`src/rtl/wb_stage_q.sv`:
```
// Writeback stage: commits RF/CSR writes, raises exception/ertn flush, and
// queues retired instructions into a trace FIFO that back-pressures the pipe.
module wb_stage_q #(
  parameter int DATA_W      = 32,
  parameter int RF_AW       = 5,
  parameter int TRACE_DEPTH = 4
) (
  input  logic                clk,
  input  logic                resetn,
  input  logic                mem_valid,
  output logic                wb_allowin,
  input  logic [31:0]         mem_pc,
  input  logic                mem_gr_we,
  input  logic [RF_AW-1:0]    mem_dest,
  input  logic [DATA_W-1:0]   mem_result,
  input  logic                mem_csr_re,
  input  logic                mem_csr_we,
  input  logic [13:0]         mem_csr_num,
  input  logic [DATA_W-1:0]   mem_csr_wmask,
  input  logic [DATA_W-1:0]   mem_csr_wvalue,
  input  logic                mem_ex,
  input  logic [5:0]          mem_ecode,
  input  logic [8:0]          mem_esubcode,
  input  logic                mem_ertn,
  output logic                csr_re,
  output logic                csr_we,
  output logic [13:0]         csr_num,
  input  logic [DATA_W-1:0]   csr_rvalue,
  output logic [DATA_W-1:0]   csr_wmask,
  output logic [DATA_W-1:0]   csr_wvalue,
  output logic                wb_ex,
  output logic                ertn_flush,
  output logic [31:0]         wb_pc,
  output logic [5:0]          wb_ecode,
  output logic [8:0]          wb_esubcode,
  output logic                rf_we,
  output logic [RF_AW-1:0]    rf_waddr,
  output logic [DATA_W-1:0]   rf_wdata,
  output logic                wb_valid,
  output logic                wb_gr_we,
  output logic [RF_AW-1:0]    wb_dest,
  output logic                trace_valid,
  input  logic                trace_ready,
  output logic [31:0]         trace_pc,
  output logic [DATA_W/8-1:0] trace_we,
  output logic [RF_AW-1:0]    trace_waddr,
  output logic [DATA_W-1:0]   trace_wdata
);
  localparam int PTR_W = $clog2(TRACE_DEPTH);
  localparam int CNT_W = PTR_W + 1;
  localparam int WE_W  = DATA_W / 8;

  typedef struct packed {
    logic [31:0]       pc;
    logic              gr_we;
    logic [RF_AW-1:0]  dest;
    logic [DATA_W-1:0] result;
    logic              csr_re;
    logic              csr_we;
    logic [13:0]       csr_num;
    logic [DATA_W-1:0] csr_wmask;
    logic [DATA_W-1:0] csr_wvalue;
    logic              ex;
    logic [5:0]        ecode;
    logic [8:0]        esubcode;
    logic              ertn;
  } wb_req_t;

  typedef struct packed {
    logic [31:0]       pc;
    logic [WE_W-1:0]   we;
    logic [RF_AW-1:0]  waddr;
    logic [DATA_W-1:0] wdata;
  } trace_ent_t;

  wb_req_t    mem_req, wb_q;
  trace_ent_t push_ent;
  trace_ent_t fifo [TRACE_DEPTH];
  logic [PTR_W-1:0] wr_ptr, rd_ptr;
  logic [CNT_W-1:0] count;
  logic trace_full, ready_go, retire, flush, load, push, pop;

  always_comb begin
    mem_req            = '0;
    mem_req.pc         = mem_pc;
    mem_req.gr_we      = mem_gr_we;
    mem_req.dest       = mem_dest;
    mem_req.result     = mem_result;
    mem_req.csr_re     = mem_csr_re;
    mem_req.csr_we     = mem_csr_we;
    mem_req.csr_num    = mem_csr_num;
    mem_req.csr_wmask  = mem_csr_wmask;
    mem_req.csr_wvalue = mem_csr_wvalue;
    mem_req.ex         = mem_ex;
    mem_req.ecode      = mem_ecode;
    mem_req.esubcode   = mem_esubcode;
    mem_req.ertn       = mem_ertn;
  end

  // Exceptions never take a trace slot, so they retire even when the FIFO is full.
  assign trace_full = (count == CNT_W'(TRACE_DEPTH));
  assign ready_go   = wb_q.ex | ~trace_full;
  assign wb_allowin = ~wb_valid | ready_go;
  assign retire     = wb_valid & ready_go;
  assign flush      = wb_ex | ertn_flush;
  assign load       = mem_valid & wb_allowin & ~flush;

  always_ff @(posedge clk or negedge resetn) begin
    if (!resetn)     wb_valid <= 1'b0;
    else if (flush)  wb_valid <= 1'b0;
    else if (load)   wb_valid <= 1'b1;
    else if (retire) wb_valid <= 1'b0;
  end

  always_ff @(posedge clk) begin
    if (load) wb_q <= mem_req;
  end

  assign rf_we       = retire & wb_q.gr_we & ~wb_q.ex;
  assign rf_waddr    = wb_q.dest;
  assign rf_wdata    = wb_q.csr_re ? csr_rvalue : wb_q.result;
  assign csr_re      = wb_valid & wb_q.csr_re;
  assign csr_we      = retire & wb_q.csr_we & ~wb_q.ex;
  assign csr_num     = wb_q.csr_num;
  assign csr_wmask   = wb_q.csr_wmask;
  assign csr_wvalue  = wb_q.csr_wvalue;
  assign wb_ex       = retire & wb_q.ex;
  assign ertn_flush  = retire & wb_q.ertn & ~wb_q.ex;
  assign wb_pc       = wb_q.pc;
  assign wb_ecode    = wb_q.ecode;
  assign wb_esubcode = wb_q.esubcode;
  assign wb_gr_we    = wb_valid & wb_q.gr_we & ~wb_q.ex;
  assign wb_dest     = wb_q.dest;

  assign push = retire & ~wb_q.ex;
  assign pop  = trace_valid & trace_ready;

  always_comb begin
    push_ent       = '0;
    push_ent.pc    = wb_q.pc;
    push_ent.we    = {WE_W{rf_we}};
    push_ent.waddr = wb_q.dest;
    push_ent.wdata = rf_wdata;
  end

  always_ff @(posedge clk) begin
    if (push) fifo[wr_ptr] <= push_ent;
  end

  always_ff @(posedge clk or negedge resetn) begin
    if (!resetn) begin
      wr_ptr <= '0;
      rd_ptr <= '0;
      count  <= '0;
    end else begin
      if (push) wr_ptr <= wr_ptr + 1'b1;
      if (pop)  rd_ptr <= rd_ptr + 1'b1;
      case ({push, pop})
        2'b10:   count <= count + 1'b1;
        2'b01:   count <= count - 1'b1;
        default: count <= count;
      endcase
    end
  end

  assign trace_valid = (count != '0);
  assign trace_pc    = fifo[rd_ptr].pc;
  assign trace_we    = fifo[rd_ptr].we;
  assign trace_waddr = fifo[rd_ptr].waddr;
  assign trace_wdata = fifo[rd_ptr].wdata;
endmodule

```
`config.mk`:
```
export PLATFORM = sky130hd
export DESIGN_NAME = wb_stage_q
export DESIGN_NICKNAME = d
export VERILOG_FILES = /design/src/rtl/wb_stage_q.sv
export SDC_FILE = /design/constraint.sdc
export NUM_CORES = 1
export LEC_CHECK = 0
export CAP_MARGIN = 20
export CORE_MARGIN = 3
export CORE_UTILIZATION = 45
export DETAILED_ROUTE_END_ITERATION = 10
export GPL_ROUTABILITY_DRIVEN = 0
export PLACE_DENSITY = 0.73
export SETUP_SLACK_MARGIN = 0.4
export SYNTH_ARGS = -nofsm -noshare
export SYNTH_HDL_FRONTEND = slang
export SYNTH_SLANG_ARGS = --single-unit
export TNS_END_PERCENT = 30
```
`constraint.sdc`:
```
create_clock -name clk -period 28 [get_ports clk]
set_input_delay 4.2 -clock clk [delete_from_list [all_inputs] [get_ports clk]]
set_output_delay 4.2 -clock clk [all_outputs]
set_load 0.02 [all_outputs]
```
After elaboration in Yosys (flattened, before gate mapping)
Memory sizes are Yosys's and may differ from the RTL's. Cells that the tools add are included.

Flip-flop bits (word level): 175. Latch bits: 0. Bits in writable memories: 292. ROM bits: 0. Output and inout bits: 249. Word-level logic and storage cells: 57. Memories: 1.

$add $sub $neg: 4. Multiply operators: 0. Div/mod/pow operators: 0. Magnitude comparators: 0. Eq/ne operators: 3. Shifts and indexed selects: 0. Mux-type cells: 7. Bitwise logic cells: 22. Reductions and logical operators: 3.

Memories: fifo (depth 4, bits a word 73, rd ports 1, clocked after Yosys merged registers in 0, wr ports 1, RTL line 78) `trace_ent_t fifo [TRACE_DEPTH];`.

Operators with widths (count): 32-bit two-way mux (1); 1-bit bitwise AND (15); 3-bit case mux with 2 select lines (1); 3-bit nonzero test (2); 1-bit two-way mux (5); 2-bit by 1-bit adder with 2-bit output (second input constant) (2); 1-bit inverter (4); 3-bit by 1-bit adder with 3-bit output (second input constant) (1); 3-bit equality test (second input constant) (1); 1-bit bitwise OR (3); 3-bit by 1-bit subtractor with 3-bit output (second input constant) (1); 2-bit by 1-bit equality test with 1-bit output (second input constant) (1); 2-bit equality test (second input constant) (1); 2-bit nonzero test (1).

Depth between registers and ports, before layout
Depth in word-level cells: 11. Gate-level depth with buffers: 10. Mapped depth without buffers: 9.

Least setup slack after synthesis
No wires, ideal clock.

Kind: input -> register. Start point: input port mem_valid. End point: register wb_q (netlist bit csr_num[0]) (enable). Library setup time: 0.824 ns. Data arrival time: 13.993 ns. Slack: 13.183 ns. Stages on the path: 2. Buffers on the path: 0. Cells stage by stage: inv_1 a2111oi_2.

Word-level cells in the longest chain between the ends: 2.

Ends and longest elaborated chain: start: declaration (RTL line 10) `input logic mem_valid,`; 1-bit bitwise AND (2 in a row) (RTL line 106) `assign load = mem_valid & wb_allowin & ~flush;`; net load (RTL line 81) `logic trace_full, ready_go, retire, flush, load, push, pop;`; end signal: assignment (RTL line 116) `if (load) wb_q <= mem_req;`; end: declaration (RTL line 76) `wb_req_t mem_req, wb_q;`.

The timed path passes the listed nets, and every way through them passes these cells. A chain may end at the register's enable or synchronous reset.

Worst setup path in the final report
Start point: input port csr_rvalue[22]. End point: output port rf_wdata[22].

Word-level cells in the longest chain between the ends: 1.

Ends and longest elaborated chain: start: declaration (RTL line 28) `input logic [DATA_W-1:0] csr_rvalue,`; 32-bit two-way mux (RTL line 121) `assign rf_wdata = wb_q.csr_re ? csr_rvalue : wb_q.result;`; end: declaration (RTL line 38) `output logic [DATA_W-1:0] rf_wdata,`.

Every way passes these cells.

==> Flow_metrics.wiki <==
{| class="wikitable"
! Metric !! Value
|-
| Clk root buf || clkbuf_16
|-
| Power density relative to cell area || 91.2 nW/um^2
|-
| Antenna viol nets, final || 0
|-
| Final instance area || 22600 sq um
|-
| Leading cell types by total area after synthesis || edfxtp_1 78%, mux4_2 8.9%, buf_4 6.0%, mux2_2 2.2%, dfrtp_1 1.2%
|-
| Max-Cap Viols || 0
|-
| Top-Level Pins || 452
|-
| Area growth from synthesis to layout || 32.0%
|-
| Remaining global-route overflow || 0
|-
| Remaining design rule violation count || 0
|-
| EDFF count, synth || 447
|-
| Die boundary width || 201 microns
|-
| Worst Skew || 0.0246 ns
|-
| LEAKAGE || 7.53 nW
|-
| Multi-input gate area || 2270 sq um
|-
| Number of global-route vias before repair || 8831
|-
| Total negative slack || 0 ns
|-
| PostCTS Resize Cnt || 0
|-
| Via-to-Cell Ratio || 4.90
|-
| Final clock period utilization by the worst path || 0.348
|-
| Worst Tran Pin Value || 1.02 ns
|-
| Global-route wire length before repair || 55.2 mm
|-
| Starting DRC count in detailed routing || 364
|-
| Worst slew margin relative to its limit || 0.322
|-
| Starting utilization of the core area || 0.462
|-
| Clock slew at the register clock pins of the worst setup and hold paths || 0.06 ns
|-
| Peak VDD IR || 53.4 uV
|-
| Maximum clock frequency || 0.103 GHz
|-
| Net Count, Synth || 969
|-
| Fin. max-slew vios || 0
|-
| Hold buffer count at CTS || 0
|-
| Fraction of layout instances using a drive strength above 1 || 0.161
|-
| Category of the worst setup path launch point || input port
|-
| Total detailed-routing wirelength || 36.9 mm
|-
| Hold Vio Cnt, Final || 0
|-
| Category of the critical setup timing path || in -> out
|-
| Vias after detailed routing || 8084
|-
| Total of fill cells in the finished design || 2664
|-
| Clock latency on the worst-skew pair || 0.56 ns
|-
| Bufs on Longest Clock Path || 3
|-
| Total standard cell area after synthesis || 17200 sq um
|-
| First drt pass iteration count || 4
|-
| Area post-placement || 21200 sq um
|-
| Hold WC Path Type || reg -> reg
|-
| Warnings, synthesis || 0
|-
| Number of setup violations in the final report || 0
|-
| Flip-flop and latch count after synthesis || 455
|-
| Core region area || 37100 sq um
|-
| Count of buffers added by post-CTS timing repair for setup || 0
|-
| TritonCTS Buffers || 48
|-
| Global-route usage over all layers || 0.181
|-
| Post-layout minimum cycle time || 9.75 ns
|-
| Clk sink count || 455
|-
| Syn Inst Count || 760
|-
| Clock tree from TritonCTS || done
|-
| Antenna violations before repair || 2
|-
| Element type at the critical path end || primary output
|-
| Share of the synthesized area in the top cell type || 0.782
|-
| Setup slack after placement || 18.25 ns
|-
| Number of H-tree branching levels || 2
|-
| Setup repair after global routing missed its margin || false
|-
| Buffers on Ports || 451
|-
| Synth Area per Inst || 22.6 sq um
|-
| Async set-or-reset flop fraction in the synthesized netlist || 0.0176
|-
| Worst Setup Slack, final || 18.25 ns
|-
| Maximum net fanout on the critical path || 5
|-
| Area enclosed by the die boundary || 40500 sq um
|-
| Average wire per standard cell || 22.4 microns
|-
| Total power consumption of the routed design || 2.07 mW
|-
| Most used standard cells in the synthesized netlist || 447 x edfxtp_1, 138 x buf_4, 68 x mux4_2
|-
| Register Area || 13600 sq um
|-
| Synth area leader || edfxtp_1
|-
| Arrival @ worst endpoint || 5.55 ns
|-
| Number of distinct standard cells referenced by the synthesized netlist || 26
|-
| Top FF cell, synth || edfxtp_1
|-
| Hpwl dp || 24.7 mm
|-
| Data required time of the critical path || 23.80 ns
|-
| Pin count of the biggest net entering global routing || 73
|-
| Die height || 201 microns
|-
| Share of the yosys chip area belonging to registers || 0.794
|-
| Final net count || 1321
|-
| Result of the run || finished, final reports clean
|-
| Most used standard cell by instance count after synthesis || edfxtp_1
|-
| Row cnt || 70
|}
-- stage by stage --
stage / hold slack [ns] / utilization / cells
detailed placement: 0.514 / 0.570 / 1566
floorplan: 0.483 / - / 760
global placement: 0.505 / 0.570 / 1566
finish: 0.527 / 0.610 / 1650
CTS: 0.530 / 0.610 / 1649
global route: 0.548 / 0.610 / 1650
-- state kept, by name, summed over array words and instances, names as in the netlist, 3 cells and up --
signal / cells
fifo: 280
wb_q: 37
csr_wmask: 32
csr_wvalue: 32
wb_pc: 32
csr_num: 14
wb_esubcode: 9
wb_ecode: 6
rf_waddr: 5
count: 3
-- layer usage --
metal | track usage | up-vias | part of all wire
met3 | 0.0557 | 58 | 0.076
met4 | 0.0675 | 2 | 0.029
met5 | 0 | - | 0.00054
li1 | - | 3579 | -
met2 | 0.319 | 323 | 0.53
met1 | 0.207 | 4122 | 0.37
-- cells by family after synthesis --
group / after synthesis / share of synthesized area
AO/OA/AOI/OAI: 4 / 0.00233
AND/OR/NAND/NOR: 18 / 0.00627
flip-flops: 455 / 0.794
adder cells (fa/ha/maj): 6 / 0.00481
XOR/XNOR: 6 / 0.00306
multiplexers: 104 / 0.115
buffers and inverters: 167 / 0.0750
-- cells in the final DEF, fill, tap and decap left out, types with 4 or more instances in the layout --
master / synthesis / routed
and2_1: 10 / 6
and2_4: 0 / 4
buf_4: 138 / 10
bufinv_16: 0 / 4
clkbuf_1: 2 / 10
clkbuf_16: 0 / 49
clkdlybuf4s50_1: 0 / 451
clkinv_1: 0 / 9
clkinv_2: 0 / 6
dfrtp_1: 8 / 6
edfxtp_1: 447 / 447
ha_1: 5 / 5
inv_1: 8 / 8
mux2_2: 33 / 33
mux4_2: 68 / 68
-- critical path, stage by stage --
cell and delay (ns):
clkdlybuf4s50_1 0.46, mux2_2 0.19, clkdlybuf4s50_1 0.70
-- cell type report --
type                       instances  area share
antenna                            1    0.000110
clock buffer                      59      0.0558
multi-input combinational        138       0.100
clock inverter                    24      0.0101
sequential                       455       0.602
tap                              504      0.0278
inverter                           8     0.00133
timing repair buffer             461       0.203
-- power breakdown --
part / switching, mW / internal [mW] / leakage (nW)
clock: 0.245 / 0.357 / 0.730
sequential: 0.0465 / 0.844 / 4.22
combinational: 0.288 / 0.286 / 2.57
-- worst paths after layout --
check                                    start  cells after the start  slack, ns           end
worst max-delay path            csr_rvalue[22]                      3      18.25  rf_wdata[22]
worst min-delay path                 wb_pc[24]                      0       0.53   fifo[2][65]
worst max register to register        wb_q[16]                      4      25.07   fifo[0][61]
worst min register to register       wb_pc[24]                      0       0.53   fifo[2][65]
max in group asynchronous               resetn                      1      23.77     rd_ptr[1]
min in group asynchronous               resetn                      1       3.92      wb_valid
Note: power is estimated with default switching activity, not from simulation.
